<file path="src/rtl/rom_fetch_responder_if.sv">
// rtl/rom_fetch_responder_if.sv - core fetch port and byte-wide instruction memory port
// The responder is the slave; the core/memory side drives the master modport.
interface rom_fetch_responder_if #(
  parameter int ADDR_W = 17
);
  logic              rom_ce_i;
  logic [31:0]       rom_addr_i;
  logic              inv_i;
  logic [31:0]       rom_data_o;
  logic              rom_ready_o;
  logic              mem_re_o;
  logic [ADDR_W-1:0] mem_addr_o;
  logic [7:0]        mem_data_i;

  modport slave (
    input  rom_ce_i, rom_addr_i, inv_i, mem_data_i,
    output rom_data_o, rom_ready_o, mem_re_o, mem_addr_o
  );

  modport master (
    output rom_ce_i, rom_addr_i, inv_i, mem_data_i,
    input  rom_data_o, rom_ready_o, mem_re_o, mem_addr_o
  );
endinterface

</file>
<file path="src/rtl/rom_fetch_responder.sv">
// rtl/rom_fetch_responder.sv - instruction fetch responder with one-word buffer
// Assembles each 32-bit word from four little-endian byte reads of a synchronous memory.
module rom_fetch_responder #(
  parameter int          ADDR_W   = 17,
  parameter logic [31:0] NOP_INST = 32'h00000013
) (
  input  logic                  clk,
  input  logic                  rst,
  rom_fetch_responder_if.slave  bus
);

  typedef enum logic [1:0] {S_IDLE, S_FETCH, S_DRAIN} state_t;

  state_t            r_state;
  logic [1:0]        r_cnt;
  logic [31:0]       r_buf;
  logic [29:0]       r_tag;
  logic              r_valid;
  logic              r_discard;
  logic [ADDR_W-3:0] r_base;
  logic [ADDR_W-1:0] r_mem_addr;

  state_t            w_state_nxt;
  logic [1:0]        w_cnt_nxt;
  logic [31:0]       w_buf_nxt;
  logic [29:0]       w_tag_nxt;
  logic              w_valid_nxt;
  logic              w_discard_nxt;
  logic [ADDR_W-3:0] w_base_nxt;
  logic              w_mem_re;
  logic [ADDR_W-1:0] w_mem_addr;
  logic              w_hit;
  logic              w_oor;
  logic              w_unused;

  assign w_hit    = bus.rom_ce_i & r_valid & (r_tag == bus.rom_addr_i[31:2]);
  assign w_oor    = |bus.rom_addr_i[31:ADDR_W];
  assign w_unused = &{1'b0, bus.rom_addr_i[1:0]};

  assign bus.rom_ready_o = w_hit;
  assign bus.rom_data_o  = r_buf;
  assign bus.mem_re_o    = w_mem_re;
  assign bus.mem_addr_o  = w_mem_addr;

  always_ff @(posedge clk) begin
    if (!rst) begin
      r_state <= S_IDLE;
    end else begin
      r_state <= w_state_nxt;
    end
  end

  always_comb begin
    w_state_nxt   = r_state;
    w_cnt_nxt     = r_cnt;
    w_buf_nxt     = r_buf;
    w_tag_nxt     = r_tag;
    w_valid_nxt   = r_valid;
    w_discard_nxt = r_discard;
    w_base_nxt    = r_base;
    w_mem_re      = 1'b0;
    w_mem_addr    = r_mem_addr;
    case (r_state)
      S_IDLE: begin
        if (bus.rom_ce_i && !w_hit) begin
          w_tag_nxt = bus.rom_addr_i[31:2];
          if (w_oor) begin
            w_buf_nxt   = NOP_INST;
            w_valid_nxt = 1'b1;
          end else begin
            w_base_nxt  = bus.rom_addr_i[ADDR_W-1:2];
            w_valid_nxt = 1'b0;
            w_cnt_nxt   = 2'd0;
            w_state_nxt = S_FETCH;
          end
        end
        if (bus.inv_i) begin
          w_valid_nxt = 1'b0;
        end
      end
      S_FETCH: begin
        w_mem_re   = 1'b1;
        w_mem_addr = {r_base, r_cnt};
        w_cnt_nxt  = r_cnt + 2'd1;
        // read data lags the strobe by one cycle, so this cycle returns byte cnt-1
        case (r_cnt)
          2'd1:    w_buf_nxt[7:0]   = bus.mem_data_i;
          2'd2:    w_buf_nxt[15:8]  = bus.mem_data_i;
          2'd3:    w_buf_nxt[23:16] = bus.mem_data_i;
          default: ;
        endcase
        if (r_cnt == 2'd3) begin
          w_state_nxt = S_DRAIN;
        end
        if (bus.inv_i) begin
          w_discard_nxt = 1'b1;
        end
      end
      S_DRAIN: begin
        w_buf_nxt[31:24] = bus.mem_data_i;
        w_valid_nxt      = !(r_discard || bus.inv_i);
        w_discard_nxt    = 1'b0;
        w_state_nxt      = S_IDLE;
      end
      default: begin
        w_state_nxt = S_IDLE;
      end
    endcase
  end

  always_ff @(posedge clk) begin
    if (!rst) begin
      r_cnt      <= 2'd0;
      r_buf      <= 32'd0;
      r_tag      <= 30'd0;
      r_valid    <= 1'b0;
      r_discard  <= 1'b0;
      r_base     <= '0;
      r_mem_addr <= '0;
    end else begin
      r_cnt      <= w_cnt_nxt;
      r_buf      <= w_buf_nxt;
      r_tag      <= w_tag_nxt;
      r_valid    <= w_valid_nxt;
      r_discard  <= w_discard_nxt;
      r_base     <= w_base_nxt;
      r_mem_addr <= w_mem_addr;
    end
  end

endmodule

</file>
<file path="src/flat_wrapper.sv">
// flat-port wrapper written by rule: the top's interface ports become plain ports
module rom_fetch_responder_flat 
#(
  parameter int          ADDR_W   = 17,
  parameter logic [31:0] NOP_INST = 32'h00000013
)
  (clk, rst, bus_rom_ce_i, bus_rom_addr_i, bus_inv_i, bus_mem_data_i, bus_rom_data_o, bus_rom_ready_o, bus_mem_re_o, bus_mem_addr_o);
  rom_fetch_responder_if #(.ADDR_W(ADDR_W)) bus_i ();
  input  logic clk;
  input  logic rst;
  input wire logic [$bits(bus_i.rom_ce_i)-1:0] bus_rom_ce_i;
  input wire logic [$bits(bus_i.rom_addr_i)-1:0] bus_rom_addr_i;
  input wire logic [$bits(bus_i.inv_i)-1:0] bus_inv_i;
  input wire logic [$bits(bus_i.mem_data_i)-1:0] bus_mem_data_i;
  output wire logic [$bits(bus_i.rom_data_o)-1:0] bus_rom_data_o;
  output wire logic [$bits(bus_i.rom_ready_o)-1:0] bus_rom_ready_o;
  output wire logic [$bits(bus_i.mem_re_o)-1:0] bus_mem_re_o;
  output wire logic [$bits(bus_i.mem_addr_o)-1:0] bus_mem_addr_o;
  assign bus_i.rom_ce_i = bus_rom_ce_i;
  assign bus_i.rom_addr_i = bus_rom_addr_i;
  assign bus_i.inv_i = bus_inv_i;
  assign bus_i.mem_data_i = bus_mem_data_i;
  assign bus_rom_data_o = bus_i.rom_data_o;
  assign bus_rom_ready_o = bus_i.rom_ready_o;
  assign bus_mem_re_o = bus_i.mem_re_o;
  assign bus_mem_addr_o = bus_i.mem_addr_o;
  rom_fetch_responder #(.ADDR_W(ADDR_W), .NOP_INST(NOP_INST)) u_core (.clk(clk), .rst(rst), .bus(bus_i));
endmodule
</file>
<file path="config.mk">
export PLATFORM = sky130hd
export DESIGN_NAME = rom_fetch_responder_flat
export DESIGN_NICKNAME = d
export VERILOG_FILES = /design/src/rtl/rom_fetch_responder_if.sv /design/src/rtl/rom_fetch_responder.sv /design/src/flat_wrapper.sv
export SDC_FILE = /design/constraint.sdc
export NUM_CORES = 1
export LEC_CHECK = 0
export ABC_AREA = 1
export CORE_MARGIN = 2
export CORE_UTILIZATION = 46
export CTS_CLUSTER_DIAMETER = 30
export CTS_CLUSTER_SIZE = 10
export DETAILED_ROUTE_END_ITERATION = 10
export PLACE_DENSITY = 0.83
export RECOVER_POWER = 50
export SLEW_MARGIN = 20
export SYNTH_ARGS = -nofsm -noshare
export SYNTH_HDL_FRONTEND = slang
export SYNTH_SLANG_ARGS = --single-unit
</file>
<file path="constraint.sdc">
create_clock -name clk -period 1.65 [get_ports clk]
set_clock_uncertainty 0.05 [all_clocks]
set_input_delay 0.33 -clock clk [delete_from_list [all_inputs] [get_ports clk]]
set_output_delay 0.33 -clock clk [all_outputs]
set_load 0.02 [all_outputs]
</file>
==> impl_metrics.csv <==
group,metric,value,unit
grt,grt_antenna_before_repair,0,
critical_path,crit_fanout,3,
routing,drc,0,
timing,finalSetupViolations,103,
timing,rsz0062_at_grt,"yes",
placement,port_buffers,92,
cts,tritoncts,"yes",
finish,fin_area,8112,sq um
routing,wl_per_cell,21.34,microns
critical_path,crit_required,1.27,ns
die,core_area,9774,sq um
routing,via_count,6273,
run,maxCapViolCount,0,
placement,dpl_cell_area,6322,sq um
logic_synthesis,seq_area_frac_synth,0.4313,
finish,multi_input_area,3079,sq um
routing,drt_iter0_drc,653,
cts,cts_htree_levels,3,
placement,hpwlAfterDp,9.949,mm
grt,grt_max_degree,34,
placement,placed_cells,969,
logic_synthesis,yosysWarnings,0,
timing,finalHoldViolations,0,
die,fp.dieW,104.5,microns
critical_path,critPathArrivalTime,1.86,ns
grt,grt_pass1_wl,24.16,mm
cts,clock_latency,0.39,ns
logic_synthesis,synth-seq-cells,100,
outcome,violations,"setup timing",
finish,ff_latch_area,2031,sq um
timing,slew_violations,0,
cts,clkTransAtPathRegs,0.10,ns
cts,cts_root_buf,"clkbuf_8",
finish,finalNetCount,948,
logic_synthesis,syn_area,4642,sq um
critical_path,worst_path_max_delay_cell,"dlygate4sd2_1",
routing,ant_nets,0,
logic_synthesis,syn_nets,726,
cts,cts_buffers,9,
timing,worst_slew_pin_slew,0.8142,ns
finish,syn2layout_area_growth,74.74,%
pwr,irDropWorstVdd,0.6341,mV
critical_path,timing.critical_path.mode_cell,"nand4_1",
timing,relSlewSlack,0.4572,
critical_path,cp_cell_sequence,"dlygate4sd2_1 > inv_1 > nand2_4 > o21ai_1 > nor2_1 > nand4_1 > nor3_2 > nand4_1 > nor2_2 > buf_6",
critical_path,slowest_delay,0.32,ns
timing,fmax,446.0,MHz
timing,final.period_utilization,1.359,
routing,firstDrtPassIters,8,
logic_synthesis,netlist_instances,679,
grt,grt_overflow,0,
pwr,p_leak,3.767,nW
critical_path,worst_setup_path_start_kind,"primary input",
grt,grt_pass1_vias,5133,
timing,holdWs,0.2896,ns
die,fp.dieH,104.5,microns
placement,place_congestion,0.9490,
placement,pre_cts_ws,-1.021,ns
logic_synthesis,synth_largest_area_cell,"dfxtp_1",
critical_path,path_class,"primary input to output port",
die,dieArea,10910,sq um
logic_synthesis,ys_top_cells_by_area,"dfxtp_1 43%, nand2_1 14%, a21oi_1 7.7%",
critical_path,crit_path_end_kind,"output port",
logic_synthesis,synth.distinct_cells,29,
timing,fin_crit,2.242,ns
pwr,cellPowerDensity,644.0,nW/um^2
cts,cts_num_sinks,100,
die,rows,36,
logic_synthesis,syn_avg_cell_area,6.836,sq um
routing,drt-vias-per-instance,6.038,
finish,drive_gt1_frac,0.5000,
die,io_pins,95,
outcome,status,"complete, but fails checks",
worst_hold_path,hold_path_class,"primary input to flip-flop",
finish,diodes,0,
die,initial_utilization,0.4749,
timing,fin_ws,-0.5923,ns
cts,clock_path_buffers,2,
grt,grtUsageTotal,0.2709,
finish,final_cells,1039,
routing,drt_wl_total,22.18,mm
logic_synthesis,synth_top_area_frac,0.4313,
finish,fillers,481,
timing,tns,-43.42,ns
## Yosys cell counts
cell type and instances:
a21boi_1 1, buf_6 2, inv_4 1, nor4_1 2, o21ai_0 53, nand2_1 176, nor2_1 58, a211oi_1 1
nand4_1 11, a21oi_1 71, a221oi_1 2, inv_2 10, nor3_1 1, nand3_2 3, nor2_4 2, xnor2_1 6
buf_2 6, buf_4 3, o22ai_1 3, a21oi_2 3, clkbuf_1 15, clkinv_1 1, nand3_1 32, o211ai_1 1
dfxtp_1 100, inv_1 91, or2_2 18, nand2_4 3, ha_1 3
## power by group
| group | internal (mW) | total (mW) | leakage, nW | switching (mW) |
|---|---|---|---|---|
| sequential | 2.48 | 2.55 | 0.822 | 0.0623 |
| combinational | 0.456 | 1.07 | 2.85 | 0.610 |
| clock | 0.617 | 1.61 | 0.0958 | 0.994 |
## what timing repair did
action / in CTS / in global routing
gates resized for setup: 257 / 301
pin swaps: 14 / 74
setup endpoints to repair: 132 / 101
buffers inserted: 20 / 26
hold buffers: 0 / 0
gates cloned: 2 / 10
hold endpoints to repair: 0 / 0
## area by class of cell
type	instances	area share
flip-flops and latches	100	0.2503
multi-input cells	451	0.3796
repair buffers	234	0.2690
repair inverters	2	0.003856
clock inverters	6	0.007250
clock buffers	10	0.01697
well taps	133	0.02052
inverters	103	0.05244
## worst max-delay path: cells and delay by family
kind	cells	cell delay (ns)
buffers and inverters	3	0.60
AND/OR/NAND/NOR	6	0.87
AO/OA/AOI/OAI	1	0.07
## worst paths after layout
check / from / end / slack (ns) / depth (start not counted)
max reg2reg: u_core.r_tag[11] / u_core.r_tag[18] / -0.57 / 16
min reg2reg: u_core.bus.rom_data_o[18] / u_core.bus.rom_data_o[18] / 0.42 / 2
min: bus_rom_addr_i[29] / u_core.r_tag[27] / 0.29 / 3
max: bus_rom_addr_i[23] / bus_rom_ready_o / -0.59 / 10
## layout by cell type (no fill, tap or decap), types with 8 or more instances in the layout
cell               n
a21oi_1           21
a21oi_2           52
buf_4            107
buf_6             40
clkbuf_8          10
clkdlybuf4s50_1   10
dfxtp_1           77
dfxtp_2           23
dlygate4sd2_1     58
inv_1             63
inv_2             34
nand2_1          119
nand2_2           46
nand2_4           11
nand3_1           16
nand3_2           15
nand4_1           11
nor2_1            47
nor2_2             8
o21ai_1           11
o21ai_2           24
o21ai_4           13
or2_4             16
## cell families after synthesis
group / count (synthesis) / share of synthesized area
AOI/OAI and AO/OA: 135 / 0.1520
xor gates and xnor gates: 6 / 0.01132
adders and majority gates: 3 / 0.008087
buffers and inverters: 129 / 0.1121
DFF: 100 / 0.4313
and+or+nand+nor: 306 / 0.2852
## through the flow
| step | total power, mW | util |
|---|---|---|
| floorplan | 2.889 | - |
| global placement | 3.261 | 0.6468 |
| detailed placement | 3.289 | 0.6468 |
| CTS | 4.794 | 0.7010 |
| global route | 5.338 | 0.8299 |
| finish | 5.224 | 0.8299 |
## routing by layer
layer / routed length [microns] / track usage / vias up
met4: 1686 / 0.1100 / 0
met2: 10530 / 0.4734 / 558
met3: 2397 / 0.05514 / 204
met5: 0 / 0 / -
li1: - / - / 2595
met1: 7561 / 0.3232 / 2916
## state kept, by name, summed over array words and instances, names as in the netlist
| register | cells |
|---|---|
| u_core.bus.rom_data_o | 32 |
| u_core.r_tag | 30 |
| u_core.r_mem_addr | 17 |
| u_core.r_base | 15 |
| u_core.r_cnt | 2 |
| u_core.r_state | 2 |
| u_core.r_discard | 1 |
| u_core.r_valid | 1 |
(Power assumes the default switching activity.)
